==> config.mk <==
export PLATFORM = sky130hd
export DESIGN_NAME = iterative_shifter
export DESIGN_NICKNAME = d
export VERILOG_FILES = /design/src/rtl/iterative_shifter.sv
export SDC_FILE = /design/constraint.sdc
export NUM_CORES = 1
export LEC_CHECK = 0
export BUFFER_PORTS_ARGS = -buffer_cell sky130_fd_sc_hd__buf_2
export CAP_MARGIN = 10
export CORE_MARGIN = 2
export CORE_UTILIZATION = 46
export DETAILED_ROUTE_END_ITERATION = 10
export PLACE_DENSITY = 0.7
export SYNTH_ARGS = -nofsm -noshare
export SYNTH_HDL_FRONTEND = slang
export SYNTH_SLANG_ARGS = --single-unit
==> constraint.sdc <==
create_clock -name clock -period 6.6 [get_ports clock]
set_clock_uncertainty 0.1 [all_clocks]
set_input_delay 1.65 -clock clock [delete_from_list [all_inputs] [get_ports clock]]
set_output_delay 1.65 -clock clock [all_outputs]
set_load 0.005 [all_outputs]
==> src/rtl/iterative_shifter.sv <==
// Multi-cycle shift unit: SLL/SRL/SRA/ROR. Shifts at most STEP positions per cycle
// through one STEP-wide barrel stage; signals completion with a one-cycle ready pulse.
module iterative_shifter #(
  parameter int WIDTH   = 32,
  parameter int SHAMT_W = 5,
  parameter int STEP    = 8
) (
  input  logic               clock,
  input  logic               reset,
  input  logic               ctrl_shift,
  input  logic [1:0]         mode,
  input  logic [WIDTH-1:0]   operand,
  input  logic [SHAMT_W-1:0] shamt,
  output logic [WIDTH-1:0]   data_result,
  output logic               data_resultRDY,
  output logic               busy
);

  localparam logic [1:0] IDLE  = 2'd0;
  localparam logic [1:0] SHIFT = 2'd1;
  localparam logic [1:0] DONE  = 2'd2;

  localparam int LVLS = $clog2(STEP) + 1;
  // One extra bit so STEP == WIDTH still fits in the compare.
  localparam int CW   = SHAMT_W + 1;

  logic [1:0]         state;
  logic [WIDTH-1:0]   acc;
  logic [SHAMT_W-1:0] rem;
  logic [1:0]         mode_q;

  logic [CW-1:0] rem_x, step_x, amt;
  logic          last;

  assign rem_x  = {1'b0, rem};
  assign step_x = CW'(STEP);
  assign amt    = (rem_x < step_x) ? rem_x : step_x;
  assign last   = (rem_x <= step_x);

  function automatic logic [WIDTH-1:0] shift_by(input logic [WIDTH-1:0] x,
                                                input logic [1:0] m, input int s);
    logic [WIDTH-1:0] r;
    case (m)
      2'b00:   r = x << s;
      2'b01:   r = x >> s;
      2'b10:   r = $signed(x) >>> s;
      default: r = (x >> s) | (x << (WIDTH - s));
    endcase
    return r;
  endfunction

  // Log-shifter: stage i shifts by 2**i when amt[i] is set.
  logic [WIDTH-1:0] stg [LVLS+1];
  assign stg[0] = acc;

  for (genvar i = 0; i < LVLS; i++) begin : g_stage
    assign stg[i+1] = amt[i] ? shift_by(stg[i], mode_q, 1 << i) : stg[i];
  end

  always_ff @(posedge clock or posedge reset) begin
    if (reset) begin
      state  <= IDLE;
      acc    <= '0;
      rem    <= '0;
      mode_q <= 2'b00;
    end else begin
      case (state)
        IDLE, DONE: begin
          if (ctrl_shift) begin
            acc    <= operand;
            rem    <= shamt;
            mode_q <= mode;
            state  <= SHIFT;
          end else begin
            state  <= IDLE;
          end
        end
        SHIFT: begin
          acc   <= stg[LVLS];
          rem   <= SHAMT_W'(rem_x - amt);
          state <= last ? DONE : SHIFT;
        end
        default: state <= IDLE;
      endcase
    end
  end

  assign data_result    = acc;
  assign data_resultRDY = (state == DONE);
  assign busy           = (state == SHIFT);

endmodule

==> reports/qor.yml, run 1 <==
status: "finished, final reports clean"
post-cts-setup-buffer-count: 0
ys_warn_count: 0
grtUsageTotal: 0.432
met1_length_um: 9590
slew_violations: 0
core_area_um2: 10900
avgSynthCellArea_um2: 7.12
synth_cell_type_count: 71
grt-ovfl-total: 0
cts.sinks: 41
remaining_drc_errors: 0
stdcell_count: 889
synthTopCellsByCount: "131 x nand2_1, 63 x o21ai_0, 53 x nor2_1"
gp_congestion: 1.03
tritoncts: "done"
hold_path_class: "flip-flop to flip-flop"
syn_nets: 770
hold_buffers: 0
crit_slowest_cell: "dfrtp_1"
clock_path_buffers: 2
fmax_ghz: 0.256
first_global_vias: 6127
cp-end-kind: "flip-flop"
crit_arrival_ns: 4.02
synthesis.area_um2: 5170
cap_viol_max_count: 0
setup_violations: 0
grt_setup_unrepaired: "false"
htree_levels: 2
setup_tns_ns: 0
ant_nets: 0
io_pins: 76
grt_pass1_wl_um: 38300
clk_latency_ns: 0.32
max_stage_delay_ns: 0.79
drive_gt1_frac: 0.188
met3_length_um: 4150
start_util: 0.475
synth_most_common_cell: "nand2_1"
path_class: "flip-flop to flip-flop"
final_hold_viol_count: 0
max-slew-margin-rel: 0.281
hold_slack_ns: 0.609
dr.pass1.iters: 8
worstMarginPinSlew_ns: 1.07
ctsResizeCount: 0
clkTransAtPathRegs_ns: 0.09
grt_max_degree: 67
synth_top_area_share: 0.198
worstPathRequired_ns: 6.70
routed_wl_um: 25800
ys_seq_area_frac: 0.198
die_w_um: 110
n_antenna_cell: 0
synth_edf_count: 0
synth_seq_cells: 41
via_per_inst: 7.64
wl_met2_um: 10400
synth-async-reset-ratio: 1.00
layout_setup_ws_ns: 2.69
wl_per_cell_um: 29.1
num_vias: 6793
die_h_um: 110
routed.top_layer: "met4"
path_max_fanout: 34
num_rows: 38
antenna_found_initial: 0
synthFlopType: "dfrtp_1"
yosys.area.top_type: "dfrtp_1"
period_needed_ns: 3.91
die_area_um2: 12100
hpwl_um: 17400
finalNetCount: 792
dr.first_iter.drc_count: 1261
synth_area_leaders: "dfrtp_1 20%, nand2_1 9.5%, o21ai_0 6.1%, a21oi_1 4.8%, mux4_2 4.8%"
numPlacedInstances: 882
crit_path_cell_trace: "buf_4, or2_2, mux4_2, a2bb2oi_1, a32oi_1, a221oi_1, a21oi_1"
pre_cts_ws_ns: 2.93
layout_worst_path_cycle_share: 0.593
area_delta_synth_final_pct: 8.68
root_buffer: "clkbuf_8"
io_buffers: 75
reg2reg_slack_ns: 2.69
cts-buffers-inserted: 5
synthCells: 727
worstSetupStartpointType: "flip-flop"
## final cells by class
| class | instances | area, µm² |
|---|---|---|
| Clock buffer | 7 | 86.3 |
| Fill cell | 1115 | 5270 |
| Inverter | 7 | 26.3 |
| Multi-Input combinational cell | 600 | 3790 |
| Sequential cell | 41 | 1030 |
| Tap cell | 140 | 175 |
| Timing Repair Buffer | 94 | 518 |
## worst max-delay path, delay by kind of cell (launching register included)
| kind | cells | cell delay, ns |
|---|---|---|
| compound gates | 4 | 1.38 |
| flops | 1 | 0.79 |
| simple gates | 1 | 0.61 |
| mux | 1 | 0.59 |
| buf+inv | 1 | 0.31 |
## state kept, by name (all words and copies together) (netlist names)
register / flops
mode_q: 2
data_result: 32
rem: 5
state: 2
## cell families (layout without fill, tap and decap cells)
kind of cell / count (synthesis) / after routing / share of synthesized area
flops: 41 / 41 / 0.198
mux: 30 / 30 / 0.0890
simple gates: 258 / 258 / 0.223
other cells: 1 / 1 / 0.000725
buf+inv: 86 / 108 / 0.0742
compound gates: 310 / 310 / 0.413
fa+ha+maj: 1 / 1 / 0.00242
## path summary, 6_finish.rpt
kind / start / to / cells past startpoint
setup / recovery: mode_q[0] / data_result[30] / 7
hold / removal: data_result[4] / data_result[4] / 2
setup reg to reg: mode_q[0] / data_result[30] / 7
hold reg to reg: data_result[4] / data_result[4] / 2
max in group asynchronous: reset / data_result[23] / 2
min in group asynchronous: reset / rem[1] / 2
## cells in the final DEF, fill, tap and decap left out, drive strengths merged, types with 7 or more instances in the layout
master and instances:
clkbuf 7, and2 7, dfrtp 41, mux4 12
nand3 21, a22oi 7, nand2 131, inv 7
a211oi 25, o21a 14, a21o 7, a211o 9
o211ai 15, a221oi 9, nor2 53, mux2i 13
a31oi 22, a32oi 9, a21oi 50, o21ai 66
a311oi 9, o22ai 9, buf 94
## through the flow
stage	cell area, µm²	util
finish	5620	0.516
floorplan	5170	-
global route	5620	0.516
global placement	5540	0.509
detailed placement	5540	0.509
CTS	5620	0.516
## layer usage
| metal | GRT usage | up-vias |
|---|---|---|
| met4 | 0.206 | 0 |
| met2 | 0.606 | 686 |
| met3 | 0.139 | 153 |
| li1 | - | 2815 |
| met5 | 0 | - |
| met1 | 0.595 | 3139 |
Power of run 1 is left out: the tool's default activity adds up to more than one toggle a clock period on the data nets, which glitch-free logic cannot reach.
==> run 2: changes to the inputs <==
Settings changed: ABC_AREA set to 1.
Clock period 6.6 ns to 4 ns, I/O delays scaled along.
==> reports/qor.yml, run 2 <==
remaining_drc_errors: 0  # unchanged
num_vias: 6208  # was 6793
tritoncts: "done"  # unchanged
worst-path-buf-inv: 2  # was 1
worstMarginPinSlew_ns: 1.17  # was 1.07 ns
synth_edf_count: 0  # unchanged
pre_cts_ws_ns: 1.08  # was 2.93 ns
finalNetCount: 932  # was 792
timing.rr.start: "rem[4]"  # was mode_q[0]
synth_seq_cells: 41  # unchanged
layout_setup_ws_ns: 0.964  # was 2.69 ns
via_per_inst: 6.05  # was 7.64
cp.depth: 10  # was 7
worstHoldPathCells: 2  # unchanged
max-slew-margin-rel: 0.215  # was 0.281
multi_input_area_um2: 3310  # was 3790 µm²
crit_path_cell_trace: "nor2_4, buf_4, nand2_1, nor2_2, buf_4, nand4_1, nand3_1, nand2_1, o21ai_1, a21oi_1"  # was buf_4, or2_2, mux4_2, a2bb2oi_1, a32oi_1, a221oi_1, a21oi_1
critPathLaunch: "rem[4]"  # was mode_q[0]
cp-end-kind: "flip-flop"  # unchanged
cap_viol_max_count: 0  # unchanged
post-cts-setup-buffer-count: 0  # unchanged
hold_path_class: "flip-flop to flip-flop"  # unchanged
cts.sinks: 41  # unchanged
r2r_cells: 10  # was 7
grtUsageTotal: 0.348  # was 0.432
syn_nets: 885  # was 770
dr.first_iter.drc_count: 774  # was 1261
crit_arrival_ns: 3.14  # was 4.02 ns
synthTopCellsByCount: "281 x nand2_1, 183 x nand3_1, 68 x nor2_1"  # was 131 x nand2_1, 63 x o21ai_0, 53 x nor2_1
seq_area_um2: 1030  # unchanged
io_pins: 76  # unchanged
root_buffer: "clkbuf_8"  # unchanged
synth-async-reset-ratio: 1.00  # unchanged
synth_top_area_share: 0.218  # was 0.198
hpwl_um: 14500  # was 17400 µm
largest_register_ffs: 32  # unchanged
grt_setup_unrepaired: "false"  # unchanged
die_area_um2: 11300  # was 12100 µm²
die_h_um: 106  # was 110 µm
synthesis.area_um2: 4830  # was 5170 µm²
dr.pass1.iters: 5  # was 8
final_hold_viol_count: 0  # unchanged
die_w_um: 106  # was 110 µm
first_global_vias: 5533  # was 6127
grt_max_degree: 51  # was 67
layout_commonest_cell: "nand2_1"  # unchanged
antenna_found_initial: 0  # unchanged
ys_warn_count: 0  # unchanged
io_buffers: 75  # unchanged
reg2reg_slack_ns: 0.96  # was 2.69 ns
synth_most_common_cell: "nand2_1"  # unchanged
synth_area_leaders: "nand2_1 22%, dfrtp_1 21%, nand3_1 19%, nor2_1 5.3%, nand4_1 4.0%"  # was dfrtp_1 20%, nand2_1 9.5%, o21ai_0 6.1%, a21oi_1 4.8%, mux4_2 4.8%
gp_congestion: 1.05  # was 1.03
path_max_fanout: 16  # was 34
layout_worst_path_cycle_share: 0.759  # was 0.593
synthFlopType: "dfrtp_1"  # unchanged
crit_slowest_cell: "nor2_2"  # was dfrtp_1
synthCells: 842  # was 727
max_stage_delay_ns: 0.44  # was 0.79 ns
cts-buffers-inserted: 5  # unchanged
start_util: 0.470  # was 0.475
worstPathRequired_ns: 4.10  # was 6.70 ns
avgSynthCellArea_um2: 5.73  # was 7.12 µm²
period_needed_ns: 3.04  # was 3.91 ns
path_class: "flip-flop to flip-flop"  # unchanged
drive_gt1_frac: 0.146  # was 0.188
final_cell_mix: "281 x nand2_1, 183 x nand3_1, 75 x buf_2"  # was 131 x nand2_1, 75 x buf_2, 63 x o21ai_0
worstSetupStartpointType: "flip-flop"  # unchanged
htree_levels: 2  # unchanged
fmax_ghz: 0.329  # was 0.256 GHz
grt_pass1_wl_um: 30400  # was 38300 µm
grt-ovfl-total: 0  # unchanged
ys_seq_area_frac: 0.212  # was 0.198
slew_violations: 0  # unchanged
clkTransAtPathRegs_ns: 0.08  # was 0.09 ns
setup_tns_ns: 0  # unchanged
wl_per_cell_um: 19.0  # was 29.1 µm
yosys.area.top_type: "nand2_1"  # was dfrtp_1
critPathTopFamily: "simple AND/OR/NAND/NOR gates"  # was compound AO/OA/AOI/OAI gates
routed_wl_um: 19500  # was 25800 µm
ctsResizeCount: 0  # unchanged
num_rows: 37  # was 38
min_from: "data_result[29]"  # was data_result[4]
area_delta_synth_final_pct: 9.82  # was 8.68%
clk_latency_ns: 0.32  # about the same
core_area_um2: 10300  # was 10900 µm²
setup_violations: 0  # unchanged
status: "finished, final reports clean"  # unchanged
n_antenna_cell: 0  # unchanged
ant_nets: 0  # unchanged
clock_path_buffers: 2  # unchanged
synth_cell_type_count: 35  # was 71
n_fill_cell: 1200  # was 1115
hold_buffers: 0  # unchanged
run 2: cell types whose count changed in the layout (fill, tap and decap cells not counted), moves of 11 or more:
cell and change:
a211oi_1 -25, a21oi_1 -30, a31oi_1 -22, inv_1 +43, mux2i_1 -13, mux4_2 -11, nand2_1 +150, nand3_1 +162
nand4_1 +29, nor2_1 +16, o21a_1 -13, o21ai_0 -29, o21ai_1 +19
run 2: stage by stage:
step                       util  hold slack, ns  std cells  area, µm²
final                     0.516           0.482       1026       5300
after global routing      0.516           0.515       1026       5300
after CTS                 0.516           0.481       1026       5300
after detailed placement  0.508           0.457       1018       5220
after global placement    0.508           0.447       1018       5220
after floorplan               -           0.413        842       4830
run 2: path summary, 6_finish.rpt:
kind / end
setup / recovery: data_result[24]
hold / removal: data_result[29]
setup reg to reg: data_result[24]
hold reg to reg: data_result[29]
max in group asynchronous: data_result[27]
min in group asynchronous: data_result[5]
run 2: layout make-up:
| cell class | count | share of cell area |
|---|---|---|
| Tap cell | 136 | 0.0321 |
| Clock inverter | 2 | 0.00189 |
| Multi-Input combinational cell | 695 | 0.624 |
| Clock buffer | 6 | 0.0137 |
| Sequential cell | 41 | 0.193 |
| Inverter | 55 | 0.0389 |
| Timing Repair Buffer | 91 | 0.0958 |
run 2: worst min-delay path, cell delays in order (launching register included):
cell and delay [ns]:
dfrtp_1 0.38, nor2_1 0.06, a21oi_1 0.11
run 2: per-layer routing:
layer | GRT usage | part of all wire | vias to the layer above
li1 | - | - | 2928
met1 | 0.506 | 0.43 | 2838
met2 | 0.520 | 0.43 | 392
met3 | 0.0625 | 0.11 | 50
met4 | 0.109 | 0.030 | 0
met5 | 0 | 0 | -
run 2: kinds of logic (layout without fill, tap and decap cells):
logic type	count (synthesis)	in the layout	share of synthesized area
buffers and inverters	106	154	0.104
AND/OR/NAND/NOR	585	585	0.549
flip-flops	41	41	0.212
adder cells (fa/ha/maj)	1	1	0.00259
AO/OA/AOI/OAI	108	108	0.131
other	1	1	0.000777
Power of run 2 is left out for the same reason.
==> run 3: changes to the inputs <==
Settings changed: PLACE_DENSITY 0.7 to 0.73.
Clock period 4 ns to 2.6 ns, I/O delays scaled along.
==> reports/qor.yml, run 3 (same netlist as run 2, synthesis figures left out) <==
cts-buffers-inserted: 5  # unchanged
worstPathRequired_ns: 2.68  # was 4.10 ns
max_stage_delay_ns: 0.47  # was 0.44 ns
core_area_um2: 10300  # unchanged
hold_buffers: 0  # unchanged
worstMarginPinSlew_ns: 0.855  # was 1.17 ns
io_pins: 76  # unchanged
max-slew-margin-rel: 0.426  # was 0.215
start_util: 0.470  # unchanged
ant_nets: 0  # unchanged
post-cts-setup-buffer-count: 0  # unchanged
cp-end-kind: "flip-flop"  # unchanged
grt_busiest_layer: "met2"  # unchanged
critPathTopFamily: "simple AND/OR/NAND/NOR gates"  # unchanged
reg2reg_slack_ns: 0.26  # was 0.96 ns
status: "finished, final reports clean"  # unchanged
grtUsageMet3: 0.0546  # was 0.0625
grtUsageMet2: 0.554  # was 0.520
io_buffers: 75  # unchanged
cts.sinks: 41  # unchanged
layout_setup_ws_ns: 0.257  # was 0.964 ns
cp.depth: 11  # was 10
wl_per_cell_um: 19.2  # was 19.0 µm
fmax_ghz: 0.427  # was 0.329 GHz
crit_slowest_cell: "dfrtp_1"  # was nor2_2
gp_congestion: 1.02  # was 1.05
timing.rr.start: "mode_q[1]"  # was rem[4]
ctsResizeCount: 0  # unchanged
drive_gt1_frac: 0.161  # was 0.146
tritoncts: "done"  # unchanged
antenna_found_initial: 0  # unchanged
die_w_um: 106  # unchanged
num_vias: 6376  # was 6208
clock_path_buffers: 2  # unchanged
clk_latency_ns: 0.31  # was 0.32 ns
finalNetCount: 947  # was 932
timing.critical_path.mode_cell: "nand3_1"
area_delta_synth_final_pct: 14.8  # was 9.82%
setup_tns_ns: 0  # unchanged
grt_pass1_wl_um: 31700  # was 30400 µm
layout_commonest_cell: "nand2_1"  # unchanged
grtUsageTotal: 0.361  # was 0.348
via_per_inst: 6.12  # was 6.05
path_max_fanout: 36  # was 16
final_hold_viol_count: 0  # unchanged
slew_violations: 0  # unchanged
worstSetupStartpointType: "flip-flop"  # unchanged
worst-path-buf-inv: 2  # unchanged
crit_path_cell_trace: "inv_2, nand2_8, nor2_8, buf_12, nand3_1, nand3_1, nand2_1, nand4_1, nand3_1, o211ai_1, o21ai_1"  # was nor2_4, buf_4, nand2_1, nor2_2, buf_4, nand4_1, nand3_1, nand2_1, o21ai_1, a21oi_1
final_cell_mix: "281 x nand2_1, 183 x nand3_1, 75 x buf_2"  # unchanged
r2r-end: "data_result[5]"  # was data_result[24]
cap_viol_max_count: 0  # unchanged
hpwl_um: 15000  # was 14500 µm
hold_path_class: "primary input to async pin"  # was flip-flop to flip-flop
grt-ovfl-total: 0  # unchanged
hold_slack_ns: 0.295  # was 0.482 ns
first_global_vias: 5919  # was 5533
dr.first_iter.drc_count: 770  # was 774
crit_arrival_ns: 2.43  # was 3.14 ns
n_antenna_cell: 0  # unchanged
met1_usage: 0.516  # was 0.506
remaining_drc_errors: 0  # unchanged
grt_max_degree: 39  # was 51
clkTransAtPathRegs_ns: 0.10  # was 0.08 ns
period_needed_ns: 2.34  # was 3.04 ns
grt_setup_unrepaired: "false"  # unchanged
num_rows: 37  # unchanged
die_area_um2: 11300  # unchanged
pre_cts_ws_ns: 0.320  # was 1.08 ns
path_class: "flip-flop to flip-flop"  # unchanged
largest_register_ffs: 32  # unchanged
setup_violations: 0  # unchanged
layout_worst_path_cycle_share: 0.901  # was 0.759
r2r_cells: 11  # was 10
root_buffer: "clkbuf_8"  # unchanged
dr.pass1.iters: 6  # was 5
htree_levels: 2  # unchanged
die_h_um: 106  # unchanged
routed_wl_um: 20000  # was 19500 µm
run 3: changes by cell type in the layout (fill, tap and decap cells not counted):
cell,before,now
clkbuf_1,1,0
buf_4,15,24
clkinv_2,2,1
buf_12,1,7
bufinv_16,0,2
run 3: final cells by class:
class,count,area [µm²]
Tap cell,136,170
Multi-Input combinational cell,695,3310
Inverter,55,206
Clock inverter,3,65.1
Timing Repair Buffer,106,696
Sequential cell,41,1030
Fill cell,1122,4740
Clock buffer,5,68.8
run 3: stage by stage:
step / utilization / instances / instance area (µm²)
floorplan: - / 842 / 4830
global placement: 0.526 / 1033 / 5410
detailed placement: 0.526 / 1033 / 5410
CTS: 0.539 / 1041 / 5540
global route: 0.539 / 1041 / 5540
finish: 0.539 / 1041 / 5540
run 3: per-layer routing:
layer | part of all wire | vias to the layer above
li1 | - | 2956
met1 | 0.40 | 2907
met2 | 0.44 | 445
met3 | 0.13 | 68
met4 | 0.033 | 0
met5 | 0 | -
run 3: worst max-delay path by stage:
stage / from / end
6_report: mode_q[1] / data_result[5]
5_1_grt: mode_q[1] / data_result[27]
4_1_cts: mode_q[1] / data_result[15]
3_5_place_dp: mode_q[0] / data_result[15]
3_3_place_gp: mode_q[1] / data_result[31]
2_1_floorplan: rem[4] / rem[2]
run 3: worst reg2reg max path, stage by stage (launching register included):
cell,delay (ns)
dfrtp_1,0.47
inv_2,0.14
nand2_8,0.19
nor2_8,0.35
buf_12,0.19
nand3_1,0.08
nand3_1,0.12
nand2_1,0.11
nand4_1,0.12
nand3_1,0.14
o211ai_1,0.12
o21ai_1,0.09
Power of run 3 is left out for the same reason.
